## src/rtl/result_serializer_pkg.sv

```systemverilog
// Shared types and sizing helpers for the result serializer output stage.
package result_serializer_pkg;

  typedef enum logic {
    IDLE  = 1'b0,
    SHIFT = 1'b1
  } state_t;

  function automatic int bytes_for(input int acc_width);
    return (acc_width + 7) / 8;
  endfunction

  // Bytes emitted per vector: one per slice when saturating, full width otherwise.
  function automatic int byte_count(input int slices, input int nbytes, input logic sat_mode);
    return sat_mode ? slices : slices * nbytes;
  endfunction

endpackage

```

## src/rtl/acc_saturate.sv

```systemverilog
// Clamps a signed accumulator into the int8 range [-128, 127].
module acc_saturate #(
  parameter int ACC_WIDTH = 16
) (
  input  logic [ACC_WIDTH-1:0] i_acc,
  output logic [7:0]           o_sat
);

  localparam logic signed [ACC_WIDTH-1:0] MAX8 = ACC_WIDTH'(127);
  localparam logic signed [ACC_WIDTH-1:0] MIN8 = ACC_WIDTH'(-128);

  logic signed [ACC_WIDTH-1:0] w_acc;
  assign w_acc = $signed(i_acc);

  always_comb begin
    if (w_acc > MAX8)      o_sat = 8'h7F;
    else if (w_acc < MIN8) o_sat = 8'h80;
    else                   o_sat = i_acc[7:0];
  end

endmodule

```

## src/rtl/result_serializer.sv

```systemverilog
// Captures a vector of signed accumulators and streams it out a byte per advance,
// with a one-entry shadow so the next vector can be handed over while draining.
module result_serializer
  import result_serializer_pkg::*;
#(
  parameter int COMPUTE_SLICES = 4,
  parameter int ACC_WIDTH      = 16
) (
  input  logic                                i_clk,
  input  logic                                i_reset,
  input  logic                                i_load,
  input  logic [COMPUTE_SLICES*ACC_WIDTH-1:0] i_acc_in,
  input  logic                                i_sat8,
  output logic                                o_load_ready,
  input  logic                                i_advance,
  output logic [7:0]                          o_data_out,
  output logic                                o_data_valid,
  output logic                                o_last,
  output logic                                o_overflow
);

  localparam int BYTES = bytes_for(ACC_WIDTH);
  localparam int EXT_W = BYTES * 8;
  localparam int VEC_W = COMPUTE_SLICES * ACC_WIDTH;
  localparam int IDX_W = $clog2(COMPUTE_SLICES * BYTES + 1);

  localparam logic [IDX_W-1:0] LAST_FULL = IDX_W'(byte_count(COMPUTE_SLICES, BYTES, 1'b0) - 1);
  localparam logic [IDX_W-1:0] LAST_SAT  = IDX_W'(byte_count(COMPUTE_SLICES, BYTES, 1'b1) - 1);
  localparam logic [IDX_W-1:0] BYTES_I   = IDX_W'(BYTES);

  state_t             r_state;
  logic [VEC_W-1:0]   r_out_vec;
  logic               r_out_mode;
  logic [IDX_W-1:0]   r_idx;
  logic [VEC_W-1:0]   r_sh_vec;
  logic               r_sh_mode;
  logic               r_sh_full;
  logic               r_overflow;

  logic [IDX_W-1:0]     w_sel;
  logic [IDX_W-1:0]     w_bsel;
  logic [IDX_W-1:0]     w_last_idx;
  logic [ACC_WIDTH-1:0] w_slice;
  logic [EXT_W-1:0]     w_ext;
  logic [7:0]           w_full_byte;
  logic [7:0]           w_sat;
  logic                 w_valid;
  logic                 w_at_last;
  logic                 w_load_ok;
  logic                 w_pop;

  // Flat byte index maps to a slice and a byte within the sign-extended slice.
  assign w_sel      = r_out_mode ? r_idx : r_idx / BYTES_I;
  assign w_bsel     = r_out_mode ? '0    : r_idx % BYTES_I;
  assign w_last_idx = r_out_mode ? LAST_SAT : LAST_FULL;

  always_comb begin
    w_slice = '0;
    for (int s = 0; s < COMPUTE_SLICES; s++) begin
      if (w_sel == IDX_W'(s)) w_slice = r_out_vec[s*ACC_WIDTH +: ACC_WIDTH];
    end
  end

  assign w_ext = EXT_W'($signed(w_slice));

  always_comb begin
    w_full_byte = '0;
    for (int b = 0; b < BYTES; b++) begin
      if (w_bsel == IDX_W'(b)) w_full_byte = w_ext[b*8 +: 8];
    end
  end

  acc_saturate #(.ACC_WIDTH(ACC_WIDTH)) u_acc_saturate (
    .i_acc (w_slice),
    .o_sat (w_sat)
  );

  assign w_valid   = (r_state == SHIFT);
  assign w_at_last = (r_idx == w_last_idx);
  assign w_load_ok = i_load && !r_sh_full;
  assign w_pop     = i_advance && w_valid;

  assign o_load_ready = !r_sh_full;
  assign o_data_valid = w_valid;
  assign o_data_out   = w_valid ? (r_out_mode ? w_sat : w_full_byte) : 8'h00;
  assign o_last       = w_valid && w_at_last;
  assign o_overflow   = r_overflow;

  always_ff @(posedge i_clk or posedge i_reset) begin
    if (i_reset) begin
      r_state    <= IDLE;
      r_out_vec  <= '0;
      r_out_mode <= 1'b0;
      r_idx      <= '0;
      r_sh_vec   <= '0;
      r_sh_mode  <= 1'b0;
      r_sh_full  <= 1'b0;
      r_overflow <= 1'b0;
    end else begin
      if (i_load && r_sh_full) r_overflow <= 1'b1;

      case (r_state)
        IDLE: begin
          if (w_load_ok) begin
            r_out_vec  <= i_acc_in;
            r_out_mode <= i_sat8;
            r_idx      <= '0;
            r_state    <= SHIFT;
          end
        end
        SHIFT: begin
          if (w_pop && !w_at_last) begin
            r_idx <= r_idx + 1'b1;
          end else if (w_pop) begin
            // Final byte popped: refill from shadow first, else take a same-edge load.
            if (r_sh_full) begin
              r_out_vec  <= r_sh_vec;
              r_out_mode <= r_sh_mode;
              r_idx      <= '0;
              r_sh_full  <= 1'b0;
            end else if (w_load_ok) begin
              r_out_vec  <= i_acc_in;
              r_out_mode <= i_sat8;
              r_idx      <= '0;
            end else begin
              r_state <= IDLE;
            end
          end
          if (w_load_ok && !(w_pop && w_at_last)) begin
            r_sh_vec  <= i_acc_in;
            r_sh_mode <= i_sat8;
            r_sh_full <= 1'b1;
          end
        end
        default: r_state <= IDLE;
      endcase
    end
  end

endmodule

```

## config.mk

```make
export PLATFORM = sky130hd
export DESIGN_NAME = result_serializer
export DESIGN_NICKNAME = d
export VERILOG_FILES = /design/src/rtl/result_serializer_pkg.sv /design/src/rtl/acc_saturate.sv /design/src/rtl/result_serializer.sv
export SDC_FILE = /design/constraint.sdc
export NUM_CORES = 1
export LEC_CHECK = 0
export ABC_CLOCK_PERIOD_IN_PS = 6800
export CORE_MARGIN = 3
export CORE_UTILIZATION = 55
export DETAILED_ROUTE_END_ITERATION = 16
export PLACE_DENSITY = 0.91
export SLEW_MARGIN = 30
export SYNTH_ARGS = -nofsm -noshare
export SYNTH_HDL_FRONTEND = slang
export SYNTH_HIERARCHICAL = 1
export SYNTH_SLANG_ARGS = --single-unit
```

## constraint.sdc

```tcl
create_clock -name i_clk -period 6.8 [get_ports i_clk]
set_input_delay 1.7 -clock i_clk [delete_from_list [all_inputs] [get_ports i_clk]]
set_output_delay 1.7 -clock i_clk [all_outputs]
set_load 0.01 [all_outputs]
```

==> run_summary.xml <==
<?xml version="1.0" encoding="UTF-8"?>
<metrics>
  <group name="run_status">
    <metric name="status" unit="">finished, final reports clean</metric>
  </group>
  <group name="worst_setup_path">
    <metric name="critical_path_arrival" unit="ps">4160</metric>
    <metric name="timing.critical_path.required" unit="ps">5100</metric>
    <metric name="worstSetupStartpointType" unit="">register</metric>
    <metric name="path_max_fanout" unit="">20</metric>
    <metric name="crit_path_end_kind" unit="">output port</metric>
    <metric name="timing_worst_setup_path_type" unit="">reg2out</metric>
  </group>
  <group name="synth">
    <metric name="ys_seq_elements" unit="">137</metric>
    <metric name="synth_seq_area_share" unit="%">52.2</metric>
    <metric name="synth_cells" unit="">623</metric>
    <metric name="synth_compound_area_share" unit="%">20.5</metric>
    <metric name="netlist_area" unit="um^2">6570</metric>
    <metric name="postSynthNetCount" unit="">693</metric>
    <metric name="yosysWarnings" unit="">6</metric>
    <metric name="synth_mux_area_share" unit="%">11.3</metric>
    <metric name="synth.top_cells.by_area" unit="">sky130_fd_sc_hd__dfrtp_1 52%, sky130_fd_sc_hd__mux2_2 11%, sky130_fd_sc_hd__o22ai_1 6.2%</metric>
    <metric name="synth_top_family_by_area" unit="">compound AO/OA/AOI/OAI gates</metric>
    <metric name="synth-xor-area-share" unit="%">0.381</metric>
    <metric name="yosys.area.top_type" unit="">sky130_fd_sc_hd__dfrtp_1</metric>
    <metric name="yosysTopAreaCellShare" unit="%">52.2</metric>
    <metric name="syn-mean-instance-area" unit="um^2">10.5</metric>
    <metric name="synth-simple-area-share" unit="%">10.9</metric>
    <metric name="dominantRegCellSynth" unit="">sky130_fd_sc_hd__dfrtp_1</metric>
    <metric name="synthAdderAreaFrac" unit="%">0.191</metric>
    <metric name="synth_async_sr_flop_share" unit="%">100</metric>
    <metric name="ys_types" unit="">47</metric>
    <metric name="most_frequently_used_cell_type_in_the_post_synthesis_netlist" unit="">sky130_fd_sc_hd__dfrtp_1</metric>
    <metric name="ys_top_cells_by_count" unit="">137 x sky130_fd_sc_hd__dfrtp_1, 97 x sky130_fd_sc_hd__nor2_1, 68 x sky130_fd_sc_hd__a21oi_1, 66 x sky130_fd_sc_hd__mux2_2, 65 x sky130_fd_sc_hd__o22ai_1</metric>
    <metric name="synth_edf_count" unit="">0</metric>
  </group>
  <group name="placed_design">
    <metric name="place.detailed.hpwl" unit="mm">11.3</metric>
    <metric name="portBuffers" unit="">80</metric>
    <metric name="post-place-cells" unit="">798</metric>
    <metric name="routabilityCongestion" unit="">0.889</metric>
  </group>
  <group name="floorplan">
    <metric name="fp.dieH" unit="um">115</metric>
    <metric name="ioPinCount" unit="">81</metric>
    <metric name="initial_utilization" unit="%">56.8</metric>
    <metric name="width_of_the_chip" unit="um">115</metric>
    <metric name="design.core.area" unit="um^2">11600</metric>
    <metric name="rows" unit="">39</metric>
    <metric name="die_area" unit="um^2">13300</metric>
  </group>
  <group name="final_layout">
    <metric name="final-instance-count-excl-fill" unit="">831</metric>
    <metric name="post_route_cells_drive_above_1_share" unit="%">17.7</metric>
    <metric name="num_antenna_cells" unit="">0</metric>
    <metric name="syn_to_final_growth" unit="%">20.8</metric>
    <metric name="finish.net_count" unit="">745</metric>
  </group>
  <group name="cts">
    <metric name="clk-insertion-delay-late" unit="ps">430</metric>
    <metric name="clock_tree.htree_level_count" unit="">4</metric>
    <metric name="root_buffer_cell" unit="">sky130_fd_sc_hd__clkbuf_16</metric>
    <metric name="cts_setup_buffers" unit="">0</metric>
    <metric name="cts-hold-fix-buffers" unit="">0</metric>
    <metric name="tritoncts_num_sinks" unit="">137</metric>
    <metric name="cts-buffers-inserted" unit="">17</metric>
    <metric name="clk_pin_slew" unit="ps">60</metric>
    <metric name="cts_resized" unit="">0</metric>
    <metric name="cts-root-to-sink-buffers" unit="">2</metric>
    <metric name="cts_tree" unit="">yes</metric>
  </group>
  <group name="drt">
    <metric name="postRouteAntennaNets" unit="">0</metric>
    <metric name="drt_drc_violations_left" unit="">0</metric>
    <metric name="firstDrtPassIters" unit="">5</metric>
    <metric name="vias" unit="">5246</metric>
    <metric name="post_detailed_routing_wire_length" unit="mm">17.1</metric>
    <metric name="first_iter_violations" unit="">475</metric>
    <metric name="wl_per_cell" unit="um">20.5</metric>
    <metric name="vias_per_cell" unit="">6.31</metric>
  </group>
  <group name="global_routing">
    <metric name="grt_util_overall" unit="%">26.8</metric>
    <metric name="grt_start_max_net_pins" unit="">81</metric>
    <metric name="grt_pass1_wl" unit="mm">27.3</metric>
    <metric name="grt_pass1_vias" unit="">5317</metric>
    <metric name="gr-total-overflow" unit="">0</metric>
    <metric name="grt_antenna_before_repair" unit="">0</metric>
  </group>
  <group name="run">
    <metric name="drv_cap" unit="">0</metric>
  </group>
  <group name="pwr">
    <metric name="cell_internal_pwr" unit="mW">2.64</metric>
    <metric name="p_sw" unit="mW">1.61</metric>
    <metric name="p_leak" unit="nW">3.30</metric>
    <metric name="ir_worst_vdd" unit="V">0.000247</metric>
    <metric name="part_of_the_total_power_dissipated_in_combinational_logic" unit="%">42.7</metric>
    <metric name="areal_power_density_over_the_cells" unit="nW/um^2">537</metric>
    <metric name="switching_share" unit="%">37.9</metric>
    <metric name="power.share.clock" unit="%">21.4</metric>
    <metric name="pwr-share-seq" unit="%">36.0</metric>
  </group>
  <group name="sta">
    <metric name="hold_viol" unit="">0</metric>
    <metric name="rsz_0062_raised_after_global_routing" unit="">false</metric>
    <metric name="fmax" unit="MHz">171</metric>
    <metric name="timing.final.max_slew_violations" unit="">0</metric>
    <metric name="tightest_pin_transition" unit="ps">754</metric>
    <metric name="finalSetupViolCount" unit="">0</metric>
    <metric name="setup_total_negative_slack" unit="ps">0</metric>
    <metric name="worst_clock_skew" unit="ps">9.07</metric>
    <metric name="fin_crit_sh" unit="%">86.1</metric>
    <metric name="period_minus_slack" unit="ps">5860</metric>
    <metric name="max-slew-margin-rel" unit="%">49.7</metric>
  </group>
  <group name="hold_path">
    <metric name="timing.hold.worst.class" unit="">reg2reg</metric>
  </group>
</metrics>
[logic make-up (layout without fill, tap and decap cells)]
group,after synthesis,count (layout)
AND/OR/NAND/NOR,156,156
adder cells (fa/ha/maj),1,1
buffers and inverters,60,125
multiplexers,66,66
flip-flops,137,137
AO/OA/AOI/OAI,201,201
XOR/XNOR,2,2
[power groups by stage]
stage | clock (mW) | sequential (mW) | combinational, mW
detailed placement | 0 | 1.53 | 1.77
CTS | 0.916 | 1.52 | 1.80
global placement | 0 | 1.51 | 1.73
global route | 0.953 | 1.57 | 1.97
finish | 0.909 | 1.53 | 1.82
floorplan | 0 | 1.39 | 1.36
[layer usage]
| layer | wire length [um] | track usage (%) | vias up | share of wire [%] |
|---|---|---|---|---|
| met2 | 8440 | 43.1 | 210 | 49 |
| met3 | 968 | 7.68 | 35 | 5.7 |
| met4 | 369 | 9.08 | 0 | 2.2 |
| met1 | 7280 | 34.9 | 2615 | 43 |
| li1 | - | - | 2386 | - |
| met5 | 0 | 0 | - | 0 |
[worst paths after layout]
path	start	to	slack, ps	cells after the start
worst max-delay path	r_out_mode	o_data_out[0]	940	10
worst min-delay path	o_overflow	o_overflow	490	1
worst max register to register	r_idx[0]	r_out_vec[45]	3440	9
worst min register to register	o_overflow	o_overflow	490	1
max in group asynchronous	i_reset	r_sh_vec[27]	3840	3
min in group asynchronous	i_reset	r_sh_vec[55]	1770	2
[worst max-delay path, cell delays in order (launching register included)]
cell and delay (ps):
sky130_fd_sc_hd__dfrtp_1 760, sky130_fd_sc_hd__nor2b_1 180, sky130_fd_sc_hd__or3_1 630, sky130_fd_sc_hd__a2bb2oi_1 240
sky130_fd_sc_hd__o21ai_0 280, sky130_fd_sc_hd__and4_1 400, sky130_fd_sc_hd__nand3_1 110, sky130_fd_sc_hd__a2bb2oi_1 190
sky130_fd_sc_hd__nand2b_1 120, sky130_fd_sc_hd__o2111a_1 240, sky130_fd_sc_hd__clkdlybuf4s50_1 550
[placed cells by master (no fill, tap or decap), types with 3 or more instances in the layout]
| cell type | netlist | routed |
|---|---|---|
| sky130_fd_sc_hd__a21oi_1 | 68 | 68 |
| sky130_fd_sc_hd__a22o_1 | 7 | 7 |
| sky130_fd_sc_hd__and2_1 | 3 | 3 |
| sky130_fd_sc_hd__a2bb2oi_1 | 18 | 18 |
| sky130_fd_sc_hd__clkbuf_16 | 0 | 17 |
| sky130_fd_sc_hd__buf_4 | 6 | 7 |
| sky130_fd_sc_hd__o21ai_1 | 3 | 3 |
| sky130_fd_sc_hd__a21o_1 | 3 | 3 |
| sky130_fd_sc_hd__dfrtp_1 | 137 | 137 |
| sky130_fd_sc_hd__inv_6 | 0 | 5 |
| sky130_fd_sc_hd__a221o_1 | 7 | 7 |
| sky130_fd_sc_hd__or2_2 | 3 | 3 |
| sky130_fd_sc_hd__o211ai_1 | 4 | 4 |
| sky130_fd_sc_hd__o2bb2ai_1 | 3 | 3 |
| sky130_fd_sc_hd__nand2b_1 | 9 | 9 |
| sky130_fd_sc_hd__clkdlybuf4s50_1 | 0 | 80 |
| sky130_fd_sc_hd__o2111a_1 | 7 | 7 |
| sky130_fd_sc_hd__o21ai_0 | 7 | 7 |
| sky130_fd_sc_hd__inv_1 | 5 | 4 |
| sky130_fd_sc_hd__clkinv_2 | 0 | 5 |
| sky130_fd_sc_hd__nor2_1 | 97 | 97 |
| sky130_fd_sc_hd__nand3_1 | 9 | 9 |
| sky130_fd_sc_hd__or2_1 | 4 | 3 |
| sky130_fd_sc_hd__o22ai_1 | 65 | 65 |
| sky130_fd_sc_hd__mux2_2 | 66 | 66 |
| sky130_fd_sc_hd__nand2_1 | 17 | 15 |
[metrics by stage]
step	power, mW	instance area [um^2]	hold WS (ps)	setup slack, ps	utilization (%)
after global routing	4.49	7930	495	759	68.6
final	4.26	7930	485	943	68.6
after detailed placement	3.30	7340	483	1480	63.5
after floorplan	2.75	6570	480	1430	-
after CTS	4.24	7920	496	988	68.4
after global placement	3.23	7340	444	1520	63.5
[registers in the layout, indices dropped and copies added (netlist names)]
register	cells
r_idx	4
o_data_valid	1
r_sh_mode	1
r_out_mode	1
o_overflow	1
r_sh_vec	64
r_out_vec	64
r_sh_full	1
[layout make-up]
type                    instances  area (um^2)
multi-input cells             426         2860
flip-flops and latches        137         3430
repair buffers                 88          868
clock buffers                  18          429
clock inverters                14          144
inverters                       5         23.8
well taps                     143          179
fillers                       850         3630
Note: power is estimated with default switching activity, not from simulation.
